<file path="src/rtl/ft_alu_seq.sv">
// Fault-tolerant ALU sequencer: drives a duplicated external ALU,
// cross-checks both channels and retries on disagreement.
module ft_alu_seq #(
  parameter int MAX_RETRY = 2,
  parameter int CNT_W     = 8
) (
  input  logic             clk,
  input  logic             rst,
  input  logic             req_valid,
  output logic             req_ready,
  input  logic [2:0]       req_a,
  input  logic [2:0]       req_b,
  input  logic [1:0]       req_op,
  output logic             rsp_valid,
  input  logic             rsp_ready,
  output logic [2:0]       rsp_sum,
  output logic             rsp_carry,
  output logic             rsp_err,
  output logic [1:0]       rsp_retries,
  output logic [2:0]       alu_a,
  output logic [2:0]       alu_b,
  output logic             alu_par,
  output logic [2:0]       alu_c,
  input  logic [2:0]       alu_x,
  input  logic             alu_xc,
  input  logic [1:0]       alu_xe,
  input  logic [2:0]       alu_y,
  input  logic             alu_yc,
  input  logic [1:0]       alu_ye,
  output logic [CNT_W-1:0] err_count,
  output logic             fault
);

  typedef enum logic [1:0] {
    S_IDLE = 2'd0,
    S_EVAL = 2'd1,
    S_RESP = 2'd2
  } state_t;

  localparam logic [1:0] RETRY_MAX = 2'(MAX_RETRY);

  state_t r_state;
  state_t w_next;

  logic             r_ready;
  logic             r_valid;
  logic [2:0]       r_sum;
  logic             r_carry;
  logic             r_err;
  logic [1:0]       r_retries;
  logic [2:0]       r_alu_a;
  logic [2:0]       r_alu_b;
  logic             r_alu_par;
  logic [2:0]       r_alu_c;
  logic [CNT_W-1:0] r_err_count;
  logic             r_fault;

  logic       w_hs;
  logic       w_legal;
  logic       w_pass;
  logic       w_can_retry;
  logic       w_load;
  logic       w_ill;
  logic       w_eval;
  logic       w_fail;
  logic       w_exhaust;
  logic [2:0] w_onehot;

  assign w_hs        = req_valid & r_ready;
  assign w_legal     = (req_op != 2'b11);
  assign w_can_retry = (r_retries < RETRY_MAX);

  // Both channels must report healthy and agree on carry and result.
  assign w_pass = (alu_xe == 2'b10) &&
                  (alu_ye == 2'b10) &&
                  ({alu_xc, alu_x} == {alu_yc, alu_y});

  always_comb begin
    w_onehot = 3'b000;
    unique case (req_op)
      2'b00:   w_onehot = 3'b001;
      2'b01:   w_onehot = 3'b010;
      2'b10:   w_onehot = 3'b100;
      default: w_onehot = 3'b000;
    endcase
  end

  always_ff @(posedge clk) begin
    if (rst) begin
      r_state <= S_IDLE;
    end else begin
      r_state <= w_next;
    end
  end

  always_comb begin
    w_next = r_state;
    unique case (r_state)
      S_IDLE: begin
        if (w_hs) begin
          w_next = w_legal ? S_EVAL : S_RESP;
        end
      end
      S_EVAL: begin
        if (w_pass || !w_can_retry) begin
          w_next = S_RESP;
        end
      end
      S_RESP: begin
        if (rsp_ready) begin
          w_next = S_IDLE;
        end
      end
      default: w_next = S_IDLE;
    endcase
  end

  always_comb begin
    w_load    = 1'b0;
    w_ill     = 1'b0;
    w_eval    = 1'b0;
    w_fail    = 1'b0;
    w_exhaust = 1'b0;
    unique case (r_state)
      S_IDLE: begin
        w_load = w_hs & w_legal;
        w_ill  = w_hs & ~w_legal;
      end
      S_EVAL: begin
        w_eval    = 1'b1;
        w_fail    = ~w_pass;
        w_exhaust = ~w_pass & ~w_can_retry;
      end
      default: begin
        w_load = 1'b0;
      end
    endcase
  end

  always_ff @(posedge clk) begin
    if (rst) begin
      r_ready     <= 1'b0;
      r_valid     <= 1'b0;
      r_sum       <= 3'b000;
      r_carry     <= 1'b0;
      r_err       <= 1'b0;
      r_retries   <= 2'b00;
      r_alu_a     <= 3'b000;
      r_alu_b     <= 3'b000;
      r_alu_par   <= 1'b0;
      r_alu_c     <= 3'b000;
      r_err_count <= '0;
      r_fault     <= 1'b0;
    end else begin
      r_ready <= (w_next == S_IDLE);
      r_valid <= (w_next == S_RESP);
      if (w_load) begin
        r_alu_a   <= req_a;
        r_alu_b   <= req_b;
        r_alu_par <= ~(^req_a ^ ^req_b);
        r_alu_c   <= w_onehot;
        r_retries <= 2'b00;
      end
      if (w_ill) begin
        r_sum     <= 3'b000;
        r_carry   <= 1'b0;
        r_err     <= 1'b1;
        r_retries <= 2'b00;
      end
      if (w_eval && w_pass) begin
        r_sum   <= alu_x;
        r_carry <= alu_xc;
        r_err   <= 1'b0;
        r_alu_c <= 3'b000;
      end
      if (w_fail) begin
        if (r_err_count != {CNT_W{1'b1}}) begin
          r_err_count <= r_err_count + 1'b1;
        end
        if (w_can_retry) begin
          r_retries <= r_retries + 2'd1;
        end
      end
      // Out of retries: report the X channel but flag it untrusted.
      if (w_exhaust) begin
        r_sum   <= alu_x;
        r_carry <= alu_xc;
        r_err   <= 1'b1;
        r_fault <= 1'b1;
        r_alu_c <= 3'b000;
      end
    end
  end

  assign req_ready   = r_ready;
  assign rsp_valid   = r_valid;
  assign rsp_sum     = r_sum;
  assign rsp_carry   = r_carry;
  assign rsp_err     = r_err;
  assign rsp_retries = r_retries;
  assign alu_a       = r_alu_a;
  assign alu_b       = r_alu_b;
  assign alu_par     = r_alu_par;
  assign alu_c       = r_alu_c;
  assign err_count   = r_err_count;
  assign fault       = r_fault;

endmodule

</file>
<file path="config.mk">
export PLATFORM = sky130hd
export DESIGN_NAME = ft_alu_seq
export DESIGN_NICKNAME = d
export VERILOG_FILES = /design/src/rtl/ft_alu_seq.sv
export SDC_FILE = /design/constraint.sdc
export NUM_CORES = 1
export LEC_CHECK = 0
export BUFFER_PORTS_ARGS = -buffer_cell sky130_fd_sc_hd__buf_2
export CELL_PAD_IN_SITES_DETAIL_PLACEMENT = 0
export CELL_PAD_IN_SITES_GLOBAL_PLACEMENT = 2
export CORE_MARGIN = 1
export CORE_UTILIZATION = 29
export CTS_BUF_LIST = sky130_fd_sc_hd__clkbuf_16
export DETAILED_ROUTE_END_ITERATION = 16
export PLACE_DENSITY_LB_ADDON = 0.1
export SLEW_MARGIN = 20
export SYNTH_ARGS = -nofsm -noshare
export SYNTH_HDL_FRONTEND = slang
export SYNTH_SLANG_ARGS = --single-unit
</file>
<file path="constraint.sdc">
create_clock -name clk -period 4.3 [get_ports clk]
set_input_delay 0.86 -clock clk [delete_from_list [all_inputs] [get_ports clk]]
set_output_delay 0.86 -clock clk [all_outputs]
set_load 0.01 [all_outputs]
</file>
Word-level counts from Yosys, hierarchy flattened
Cells that the tools add are included.
- register bits: 30
- bits in latches: 0
- memory bits (writable): 0
- ROM bits: 0
- output and inout port bits: 28
- memories kept: 0
- add/sub/neg operators: 2
- multiply operators: 0
- divide/modulo/power cells: 0
- order comparisons: 1
- equality and inequality tests: 10
- shift-type cells: 0
- multiplexer cells: 24
- bitwise logic cells: 9
- reductions and logical operators: 13
- operators by type and width (kind ; count):
    $mux 2 ; 8
    $mux 1 ; 11
    $eq 2x2->1 const B ; 5
    $mux 3 ; 3
    $pmux 3 s3 ; 1
    $add 8x1->8 const B ; 1
    $ne 8x8->1 const B ; 1
    $logic_not 2->1 ; 3
    $pmux 2 s3 ; 1
    $reduce_xor 3->1 ; 2
    $and 1x1->1 ; 4
    $eq 2x1->1 const B ; 2
    $eq 4x4->1 ; 1
    $not 1->1 ; 4
    $logic_and 1x1->1 ; 3
    $reduce_bool 3->1 ; 1
    $reduce_or 3->1 ; 1
    $add 2x1->2 const B ; 1
    $lt 2x2->1 const B ; 1
    $ne 2x2->1 const B ; 1
    $reduce_and 2->1 ; 1
    $logic_not 1->1 ; 1
    $logic_or 1x1->1 ; 1
    $xor 1x1->1 ; 1

Depth between registers and ports, before layout
- depth after elaboration: 7
- gate-level depth with buffers: 7
- gate-level depth less buffers: 6

Worst setup path before layout
No wires, ideal clock.
- kind: in2reg
- start point: input alu_y[2]
- end point: register r_sum[2] (netlist: rsp_sum[2])
- setup time: 0.132 ns
- arrival: 1.960 ns
- required time: 4.168 ns
- slack: 2.207 ns
- stages on the path: 6
- path through: xnor2_1 nand3_1 o41ai_2 clkbuf_1 nand3b_1 a21oi_1
- longest elaborated chain between the ends: 6
- elaborated cells on any way between the ends: 9
- RTL lines (item ; line ; text):
    start, declared ; 27 ; input logic [2:0] alu_y,
    $eq 4x4->1 (*) ; 76 ; ({alu_xc, alu_x} == {alu_yc, alu_y});
    $logic_and 1x1->1 (*) ; 75 ; (alu_ye == 2'b10) &&
    $not 1->1 ; 132 ; w_exhaust = ~w_pass & ~w_can_retry;
    $and 1x1->1 ; 132 ;
    $mux 1 ; 124 ; unique case (r_state)
    $reduce_bool 3->1 (no source line) or $mux 3 (tied branches) ; - ;
    end signal, assigned ; 171 ; r_sum <= alu_x;
    end signal, assigned ; 186 ; r_sum <= alu_x;
    end, declared ; 47 ; logic [2:0] r_sum;
Mark *: on every way between the ends. The rest lies on a longest branch, timed or not.
A chain may end at the register's enable or synchronous reset.

Final worst setup path
- start point: input alu_y[2]
- end point: register r_state[1]
- longest elaborated chain between the ends: 5
- RTL lines (item ; line ; text):
    $eq 4x4->1 ; 76 ;
    $logic_and 1x1->1 ; 75 ;
    $logic_or 1x1->1 ; 105 ; if (w_pass || !w_can_retry) begin
    $mux 2 ; 105 ;
    $pmux 2 s3 ; 98 ; unique case (r_state)
    end signal, assigned ; 92 ; r_state <= w_next;
    end, declared ; 42 ; state_t r_state;
Every way passes these cells.

==> summary.md <==
### Drt
• 3.32 mm — wire length reported by the detailed router
• met4 — highest metal layer used by the detailed router
• 0 — post-route ant nets
• 0 — number of design rule violations left after detail routing
• 1282 — total via count after detailed routing
• 12.9 µm — wire length per cell
• 37 — DRC violation total after the first TritonRoute iteration
• 199 µm — met3 routed wirelength
• 1.57 mm — met1 WL
• 1.52 mm — met2 wire length
• 4.99 — post-DR vias/cell
• 4 — first-pass iteration count of the detailed router

### Place
• 0.706 — Routability Congestion
• 51 — count of input and output buffers
• 2.40 mm — Detailed Place HPWL
• 250 — post-placement cell count

### STA
• 0.00444 ns — Worst Clk Skew
• 0 — setup violation total in the final timing report
• 446 MHz — achievable frequency
• 2.24 ns — final worst path period need
• 52.1% — Tcrit/Tclk final
• 0 — max-slew violation total from the final report
• 56.5% — Worst slew margin
• 0 ns — total negative slack for setup checks
• no — setup repair after global routing missed its margin
• 0.653 ns — actual transition at the worst max-transition pin
• 0 — final number of hold-violating endpoints

### Die
• 24 — floorplan row count
• 52 — count of pins on the block boundary
• 0.00491 mm² — total die area
• 70.1 µm — vertical die dimension
• 70.1 µm — x dimension of the die
• 30.4% — effective utilization at floorplan
• 0.00441 mm² — core box area

### Final layout
• 32.3% — signed area change from the synthesized netlist to the final layout
• 257 — final instance count without filler cells
• 230 — final layout net count
• 452 — fill cell count
• 32.2% — fraction of final layout cells with drive strength greater than 1
• 0 — # diodes

### Global routing
• 0 — final global-route overflow total
• 32 — pin count of the biggest net entering global routing
• 5.82 mm — wire length of the first global-routing pass
• 0 — antenna violations before repair
• 15.0% — global-route total usage across every layer
• 1238 — number of global-route vias before repair

### Synthesis
• 0 — count of synthesis-stage warnings from yosys
• 34 — Synth cell types
• 44.7% — proportion of netlist area held by the largest area contributor
• 154 — Cells after Synth
• 0% — FFs w/ async S/R, synth
• 8.73 µm² — Mapped Avg Cell Area
• 30 x sky130_fd_sc_hd__dfxtp_1, 20 x sky130_fd_sc_hd__a21oi_1, 16 x sky130_fd_sc_hd__nand2_1 — most common library cells after synthesis
• 0 — Post-synth EDFFs
• 44.7% — Seq/Total Area, Yosys
• 30 — Synth Register Bits
• sky130_fd_sc_hd__dfxtp_1 — most frequent cell after synthesis
• sky130_fd_sc_hd__dfxtp_1 45%, sky130_fd_sc_hd__a21oi_1 7.4%, sky130_fd_sc_hd__xnor2_1 5.9%, sky130_fd_sc_hd__nand2_1 4.5%, sky130_fd_sc_hd__nand3_1 4.1% — top cells by area, synth
• sky130_fd_sc_hd__dfxtp_1 — most instantiated flip-flop cell in the synthesis netlist
• 179 — net count after synthesis
• sky130_fd_sc_hd__dfxtp_1 — area leader, netlist
• 0.00134 mm² — cell area after technology mapping

### Setup path
• primary input — CP startpoint kind
• flop — Critical Path Sink Type
• 13 — Crit Path Max Fanout
• 2.41 ns — data arrival time of the critical path
• 4.47 ns — required time of the worst setup path
• primary input to flop — type of the setup path with the least slack

### Clock tree
• 0 — number of buffers inserted for hold repair after clock tree synthesis
• 5 — CTS Buf Count
• 30 — number of sinks handled by clock tree synthesis
• 0 — Setup Fix Bufs, Post-CTS
• 0.05 ns — clock-pin slew on the worst setup and hold paths
• 2 — CTS H-tree depth
• 0.27 ns — clock insertion delay at the later pin of the skew report
• 2 — Max Buffers Root-to-Sink
• sky130_fd_sc_hd__clkbuf_16 — clock root buffer
• built — TritonCTS clock tree
• 0 — Gates resized, CTS repair

### Power and ir drop
• 0.797 nW — leakage power
• 383 mW/mm² — power density over the cells
• 0.681 mW — PnR Total Power
• 0.133 mV — worst IR drop on VDD

### Min path
• flop to flop — kind of path behind the tightest hold check

### Flow run
• 0 — MaxCap Viol Count

### Outcome
• finished clean — result of the run

## layer usage
layer | GRT usage, % | vias to the layer above
met2 | 24.5 | 38
met5 | 0 | -
met1 | 18.6 | 580
met3 | 5.63 | 4
li1 | - | 660
met4 | 4.00 | 0
## logic make-up after synthesis
kind of cell	after synthesis	synth area share, %
and+or+nand+nor	65	26.5
AOI/OAI and AO/OA	38	17.9
DFF	30	44.7
buffers and inverters	10	3.35
xor gates and xnor gates	9	5.87
muxes	1	0.745
adders and majority gates	1	0.931
## layout by cell type, fill, tap and decap left out, types with 2 or more instances in the layout
master                      Yosys  final
sky130_fd_sc_hd__a21oi_1       20     20
sky130_fd_sc_hd__a221oi_1       2      2
sky130_fd_sc_hd__and3_1         4      4
sky130_fd_sc_hd__buf_2          0     51
sky130_fd_sc_hd__clkbuf_16      0      5
sky130_fd_sc_hd__dfxtp_1       30     30
sky130_fd_sc_hd__inv_1          3      5
sky130_fd_sc_hd__nand2_1       16     16
sky130_fd_sc_hd__nand3_1       11     11
sky130_fd_sc_hd__nand3b_1       4      4
sky130_fd_sc_hd__nor2_1        11     11
sky130_fd_sc_hd__nor3_1         4      4
sky130_fd_sc_hd__nor4_1         2      2
sky130_fd_sc_hd__o21ai_0        4      4
sky130_fd_sc_hd__o31ai_1        5      5
sky130_fd_sc_hd__or3_2          2      2
sky130_fd_sc_hd__or3b_2         2      2
sky130_fd_sc_hd__or4_1          3      3
sky130_fd_sc_hd__xnor2_1        9      9
## state kept, by name, indices dropped and copies added, names as in the netlist
register	flops
err_count	8
alu_a	3
alu_b	3
alu_c	3
rsp_sum	3
r_state	2
rsp_retries	2
alu_par	1
fault	1
req_ready	1
rsp_carry	1
rsp_err	1
rsp_valid	1
## worst max-delay path: stages
cell and delay [ns]:
sky130_fd_sc_hd__buf_2 0.10, sky130_fd_sc_hd__xnor2_1 0.16, sky130_fd_sc_hd__nand3_1 0.20, sky130_fd_sc_hd__o41ai_4 0.65, sky130_fd_sc_hd__nor2_1 0.15, sky130_fd_sc_hd__a221oi_1 0.29
## worst paths after layout
check | end | slack (ns) | depth (start not counted) | startpoint
min | alu_a[2] | 0.45 | 2 | alu_a[2]
max reg2reg | err_count[7] | 2.29 | 6 | err_count[0]
min reg2reg | alu_a[2] | 0.45 | 2 | alu_a[2]
max | r_state[1] | 2.06 | 6 | alu_y[2]
## power by group
part / total, mW / switching [mW] / internal (mW)
logic: 0.0720 / 0.0414 / 0.0305
clock network: 0.314 / 0.108 / 0.206
registers: 0.295 / 0.00677 / 0.288
total: 0.681 / 0.156 / 0.524
## area by class of cell
cell class / instances / area (µm²) / share of cell area [%]
clock buffer: 5 / 125 / 7.04
clock inverter: 2 / 7.51 / 0.422
inverter: 3 / 11.3 / 0.633
multi-input combinational: 114 / 713 / 40.1
sequential: 30 / 601 / 33.8
tap: 52 / 65.1 / 3.66
timing repair buffer: 51 / 255 / 14.4
## per-stage QoR
step	util [%]	hold slack, ns	setup WS [ns]	cell area (µm²)
2_1_floorplan	-	0.481	2.21	1340
3_3_place_gp	36.9	0.442	1.63	1630
3_5_place_dp	36.9	0.446	1.56	1630
4_1_cts	39.9	0.453	1.83	1760
5_1_grt	40.3	0.471	1.87	1780
6_report	40.3	0.449	2.06	1780
Note: power is estimated with default switching activity, not from simulation.
